[src/rtl/revcnt_pkg.sv]
// revcnt_pkg
// Shared definitions for the count sequencer: the FSM state encoding and the
// default prescaler division and counter width.
package revcnt_pkg;

  // Default clk cycles per count step and default counter width.
  localparam int DIV_DEFAULT   = 50_000_000;
  localparam int WIDTH_DEFAULT = 16;

  // Encoding is visible on the state output, so the values are fixed.
  typedef enum logic [1:0] {
    st_idle  = 2'b00,
    st_run   = 2'b01,
    st_pause = 2'b10,
    st_done  = 2'b11
  } state_t;

endpackage

[src/rtl/ctrl_prescaler.sv]
// ctrl_prescaler
// Free-running 0..DIV-1 counter used to pace the count steps.
// Ports:
//   clk  - system clock, rising edge
//   rst  - synchronous active-low reset (count to 0)
//   run  - advance the count, wrapping from DIV-1 to 0
//   hold - keep the present count (overrides run)
//   zero - force the count to 0 (overrides hold and run)
//   tc   - high while the count equals DIV-1
module ctrl_prescaler
  import revcnt_pkg::*;
#(
  parameter int DIV = DIV_DEFAULT
) (
  input  logic clk,
  input  logic rst,
  input  logic run,
  input  logic hold,
  input  logic zero,
  output logic tc
);

  localparam int PW = $clog2(DIV);
  localparam logic [PW-1:0] LAST = PW'(DIV - 1);

  logic [PW-1:0] count_reg;
  logic [PW-1:0] count_next;

  always_comb begin
    count_next = count_reg;
    if (zero) begin
      count_next = '0;
    end else if (run && !hold) begin
      count_next = (count_reg == LAST) ? '0 : count_reg + 1'b1;
    end
  end

  always_ff @(posedge clk) begin
    if (!rst) begin
      count_reg <= '0;
    end else begin
      count_reg <= count_next;
    end
  end

  assign tc = (count_reg == LAST);

endmodule

[src/rtl/revcnt_ctrl.sv]
// revcnt_ctrl
// Run/pause/clear sequencer for an external up/down counter. Issues one step
// strobe every DIV clk cycles while running, stops at the terminal value when
// wrapping is disabled, and drives a status LED.
// Ports:
//   clk     - system clock, rising edge
//   rst     - synchronous active-low reset
//   start   - one-cycle run request
//   stop    - one-cycle pause request
//   clr     - one-cycle clear-to-idle request
//   dir     - level, 1 = count up, 0 = count down
//   wrap    - level, 1 = wrap at terminal, 0 = halt at terminal
//   cnt     - current value of the sequenced counter
//   cnt_en  - one-cycle step strobe to the counter
//   cnt_dir - dir delayed by one cycle
//   cnt_clr - one-cycle clear strobe to the counter
//   state   - current FSM state
//   led     - status indicator
module revcnt_ctrl
  import revcnt_pkg::*;
#(
  parameter int DIV   = DIV_DEFAULT,
  parameter int WIDTH = WIDTH_DEFAULT
) (
  input  logic             clk,
  input  logic             rst,
  input  logic             start,
  input  logic             stop,
  input  logic             clr,
  input  logic             dir,
  input  logic             wrap,
  input  logic [WIDTH-1:0] cnt,
  output logic             cnt_en,
  output logic             cnt_dir,
  output logic             cnt_clr,
  output logic [1:0]       state,
  output logic             led
);

  state_t state_reg;
  state_t state_next;
  logic   cnt_en_reg;
  logic   cnt_en_next;
  logic   cnt_clr_reg;
  logic   cnt_dir_reg;
  logic   led_reg;
  logic   led_next;

  logic ps_run;
  logic ps_hold;
  logic ps_zero;
  logic ps_tc;
  logic terminal;

  ctrl_prescaler #(
    .DIV(DIV)
  ) u_prescaler (
    .clk (clk),
    .rst (rst),
    .run (ps_run),
    .hold(ps_hold),
    .zero(ps_zero),
    .tc  (ps_tc)
  );

  // Terminal is judged against the direction the counter is actually using.
  assign terminal = cnt_dir_reg ? (cnt == '1) : (cnt == '0);

  always_ff @(posedge clk) begin
    if (!rst) begin
      state_reg <= st_idle;
    end else begin
      state_reg <= state_next;
    end
  end

  always_comb begin
    state_next  = state_reg;
    cnt_en_next = 1'b0;
    ps_zero     = 1'b0;
    ps_hold     = 1'b0;
    ps_run      = (state_reg == st_run) || (state_reg == st_done);

    if (clr) begin
      state_next = st_idle;
      ps_zero    = 1'b1;
    end else begin
      case (state_reg)
        st_idle: begin
          ps_zero = 1'b1;
          if (start) state_next = st_run;
        end
        st_run: begin
          if (stop) begin
            // Freeze the prescaler on the stop cycle so the partial period
            // is resumed exactly on the next start.
            state_next = st_pause;
            ps_hold    = 1'b1;
          end else if (ps_tc) begin
            if (terminal && !wrap) begin
              state_next = st_done;
              ps_zero    = 1'b1;
            end else begin
              cnt_en_next = 1'b1;
            end
          end
        end
        st_pause: begin
          ps_hold = 1'b1;
          if (start) state_next = st_run;
        end
        st_done: begin
          // Only a reversed direction lets the counter move again.
          if (start && !terminal) begin
            state_next = st_run;
            ps_zero    = 1'b1;
          end
        end
        default: state_next = st_idle;
      endcase
    end

    case (state_next)
      st_run:  led_next = 1'b1;
      st_done: begin
        if (state_reg != st_done) led_next = 1'b1;
        else if (ps_tc)           led_next = ~led_reg;
        else                      led_next = led_reg;
      end
      default: led_next = 1'b0;
    endcase
  end

  always_ff @(posedge clk) begin
    if (!rst) begin
      cnt_en_reg  <= 1'b0;
      cnt_clr_reg <= 1'b1;
      cnt_dir_reg <= 1'b1;
      led_reg     <= 1'b0;
    end else begin
      cnt_en_reg  <= cnt_en_next;
      cnt_clr_reg <= clr;
      cnt_dir_reg <= dir;
      led_reg     <= led_next;
    end
  end

  assign cnt_en  = cnt_en_reg;
  assign cnt_clr = cnt_clr_reg;
  assign cnt_dir = cnt_dir_reg;
  assign state   = state_reg;
  assign led     = led_reg;

endmodule

[config.mk]
export PLATFORM = sky130hd
export DESIGN_NAME = revcnt_ctrl
export DESIGN_NICKNAME = d
export VERILOG_FILES = /design/src/rtl/revcnt_pkg.sv /design/src/rtl/ctrl_prescaler.sv /design/src/rtl/revcnt_ctrl.sv
export SDC_FILE = /design/constraint.sdc
export NUM_CORES = 1
export LEC_CHECK = 0
export CORE_MARGIN = 8
export CORE_UTILIZATION = 47
export DETAILED_ROUTE_END_ITERATION = 7
export GPL_ROUTABILITY_DRIVEN = 0
export PLACE_DENSITY = 0.79
export SLEW_MARGIN = 5
export SYNTH_ARGS = -nofsm -noshare
export SYNTH_HDL_FRONTEND = slang
export SYNTH_SLANG_ARGS = --single-unit
[constraint.sdc]
create_clock -name clk -period 2.3 [get_ports clk]
set_clock_uncertainty 0.2 [all_clocks]
set_input_delay 0.46 -clock clk [delete_from_list [all_inputs] [get_ports clk]]
set_output_delay 0.46 -clock clk [all_outputs]
set_load 0.01 [all_outputs]
==> impl_metrics.env <==
export IMPL_outcome="finished, violations left"
export IMPL_violations="negative setup slack"
export IMPL_synth_edf_count=0
export IMPL_combinationalPowerShare_pct=8.9
export IMPL_synth_xor_area_share_pct=12.0
export IMPL_power_density_mw_per_mm2=446
export IMPL_critPathRequiredTime_ns=2.34
export IMPL_endpoint_kind="register"
export IMPL_drtIter0Drc=56
export IMPL_netlist_area_mm2=0.00168
export IMPL_clk_pin_slew_ns=0.10
export IMPL_cap_violations=0
export IMPL_drv_slew=0
export IMPL_power_mw=1.08
export IMPL_hold_path_end="u_prescaler.count_reg[2]"
export IMPL_reg2reg_from="u_prescaler.count_reg[10]"
export IMPL_cts_buffer_depth=2
export IMPL_synthMuxAreaShare_pct=0
export IMPL_yosys_warnings=0
export IMPL_synth_compound_area_share_pct=8.14
export IMPL_antenna_cells=0
export IMPL_max_stage_delay_ns=0.50
export IMPL_largest_register_ffs=26
export IMPL_cp_start_kind="register"
export IMPL_cts_sinks=32
export IMPL_ant_nets=0
export IMPL_setup_tns_ns=-2.18
export IMPL_maxSlewHeadroom_pct=72.1
export IMPL_critPathMaxFanout=4
export IMPL_synth_seq_cells=32
export IMPL_wire_per_inst_um=13.8
export IMPL_fin_crit_ns=2.44
export IMPL_dp_hpwl_um=3170
export IMPL_synthToLayoutAreaGrowth_pct=45.2
export IMPL_grt_pass1_wl_um=6850
export IMPL_hold_viol=0
export IMPL_synth_cell_type_count=41
export IMPL_synth_fa_ha_area_share_pct=3.73
export IMPL_grt_max_degree=18
export IMPL_drive_gt1_share_pct=22.7
export IMPL_rows=21
export IMPL_hold_depth=2
export IMPL_insertion_delay_ns=0.34
export IMPL_rsz0062_at_grt="yes"
export IMPL_core_area_mm2=0.00339
export IMPL_tightest_slew_ns=0.417
export IMPL_yosys_area_top_type="dfxtp_1"
export IMPL_pre_cts_ws_ns=-0.397
export IMPL_p_int_uw=844
export IMPL_synth_cells=202
export IMPL_reg2reg_slack_ns=-0.14
export IMPL_avgSynthCellArea_um2=8.29
export IMPL_grt_use_total_pct=15.5
export IMPL_postLayoutSetupSlackWorst_ns=-0.144
export IMPL_cp_arrival_ns=2.48
export IMPL_timing_rr_end="led"
export IMPL_antenna_found_initial=0
export IMPL_die_h_um=75.7
export IMPL_root_buffer="clkbuf_4"
export IMPL_synthSimpleGateAreaFrac_pct=34.1
export IMPL_fin_crit_sh_pct=106
export IMPL_yosysMostFrequentCell="nor2_1"
export IMPL_vias=1650
export IMPL_p_switching_uw=240
export IMPL_cts_tree="yes"
export IMPL_power_share_switching_pct=22.1
export IMPL_port_buffers=28
export IMPL_htree_num_levels=2
export IMPL_synth_top_area_share_pct=38.2
export IMPL_fp_dieArea_mm2=0.00573
export IMPL_numCtsBuffers=5
export IMPL_cp_num_buf_inv=1
export IMPL_route_detailed_drc=0
export IMPL_via_per_inst=5.24
export IMPL_hp_start="u_prescaler.count_reg[2]"
export IMPL_dr_pass1_iters=4
export IMPL_crit_family="simple AND/OR/NAND/NOR gates"
export IMPL_ys_seq_area_share_pct=38.2
export IMPL_final_core_util_pct=71.8
export IMPL_nets=296
export IMPL_crit_chain="or4_1 -> or4_4 -> buf_6 -> nor3_4 -> nor2_1 -> xnor2_1 -> o31a_1"
export IMPL_hold_class="reg -> reg"
export IMPL_num_io_pins=29
export IMPL_synth_top_family_by_area="simple AND/OR/NAND/NOR gates"
export IMPL_synth_nets=230
export IMPL_leakage_nw=0.889
export IMPL_vdd_drop_max_mv=0.333
export IMPL_setup_viol=26
export IMPL_die_w_um=75.7
export IMPL_clockPowerShare_pct=39.4
export IMPL_drt_total_wl_um=4350
export IMPL_async_reset_ff_share_pct=0
export IMPL_rr_worst_depth=7
export IMPL_pwr_share_seq_pct=51.7
export IMPL_critical_path_slowest_cell="or4_1"
export IMPL_overflow=0
export IMPL_grt_pass1_vias=1611
export IMPL_start_util_pct=49.4
export IMPL_fmax_mhz=409
export IMPL_netlist_top_cells_count="nor2_1 (36), dfxtp_1 (32), nand2_1 (15), xnor2_1 (13), nor3_1 (12)"
export IMPL_synth_area_leaders="dfxtp_1 (38%), nor2_1 (8.1%), xnor2_1 (6.8%), xor2_1 (5.2%), ha_1 (3.7%)"
export IMPL_crit_type="reg -> reg"
export IMPL_synth_ff_type="dfxtp_1"
-- layout by cell type, fill, tap and decap left out, drive strengths merged, types with 2 or more instances in the layout --
cell type      Yosys  layout
nand3              9       9
or3                2       2
xnor2             13      13
ha                 5       5
nand2b             3       3
dfxtp             32      32
dlymetal6s2s       0       3
nand2             15      15
nor3b              2       2
nor2              36      36
o21ai              3       3
nor2b              2       2
nor4               5       5
xor2              10      10
nand4bb            2       2
or4                4       4
clkdlybuf4s50      0      25
o31a               2       2
nand3b             2       2
clkbuf             2       6
and3               3       3
nor3              13      13
inv                9       9
nand4              7       7
buf                2      35
a21oi              6       6
-- metrics by stage --
step	cells	hold slack, ns	area [um^2]
3_3_place_gp	304	0.263	2250
6_report	315	0.319	2430
5_1_grt	315	0.347	2430
4_1_cts	312	0.286	2340
2_1_floorplan	202	0.248	1690
3_5_place_dp	304	0.270	2250
-- metal layers --
layer / up-vias / track usage, % / wire (um)
met5: - / 0 / 0
met2: 26 / 28.4 / 2270
li1: 835 / - / -
met1: 780 / 16.4 / 1840
met3: 9 / 4.61 / 179
met4: 0 / 5.76 / 60
-- layout make-up --
class / count / area [um^2]
sequential: 32 / 642
timing repair buffer: 63 / 571
tap: 46 / 57.6
multi-input combinational: 157 / 1050
clock buffer: 6 / 41.3
fill: 253 / 957
clock inverter: 2 / 35.0
inverter: 9 / 33.8
-- power groups by stage --
| stage | Sequential, mW | Combinational, mW | Clock (mW) |
|---|---|---|---|
| 6_report | 0.560 | 0.0964 | 0.427 |
| 5_1_grt | 0.561 | 0.105 | 0.457 |
| 4_1_cts | 0.560 | 0.0927 | 0.436 |
| 3_5_place_dp | 0.573 | 0.0921 | 0 |
| 3_3_place_gp | 0.573 | 0.0899 | 0 |
| 2_1_floorplan | 0.575 | 0.0266 | 0 |
-- cells by family after synthesis --
| kind of cell | after synthesis |
|---|---|
| buffers and inverters | 13 |
| AOI/OAI and AO/OA | 20 |
| adders and majority gates | 5 |
| DFF | 32 |
| xor gates and xnor gates | 23 |
| and+or+nand+nor | 109 |
-- tightest hold or removal path: stages (launching register included) --
cell and delay (ns):
dfxtp_1 0.35, nand2_1 0.08, a21oi_2 0.05
-- timing repair --
action | CTS | global route
setup buffers | 0 | 3
setup endpoints to repair | 27 | 29
cloned | 0 | 0
pin swaps | 4 | 7
hold buffers | 0 | 0
gates resized for setup | 3 | 18
-- worst max-delay path by stage --
stage	end	from	slack [ns]	cells past startpoint
global route	led	u_prescaler.count_reg[10]	-0.22	7
floorplan	u_prescaler.count_reg[5]	u_prescaler.count_reg[9]	-0.02	6
finish	led	u_prescaler.count_reg[10]	-0.14	7
global placement	led	cnt[3]	-0.35	7
detailed placement	led	cnt[3]	-0.40	7
CTS	led	u_prescaler.count_reg[9]	-0.13	7
Note: power is estimated with default switching activity, not from simulation.
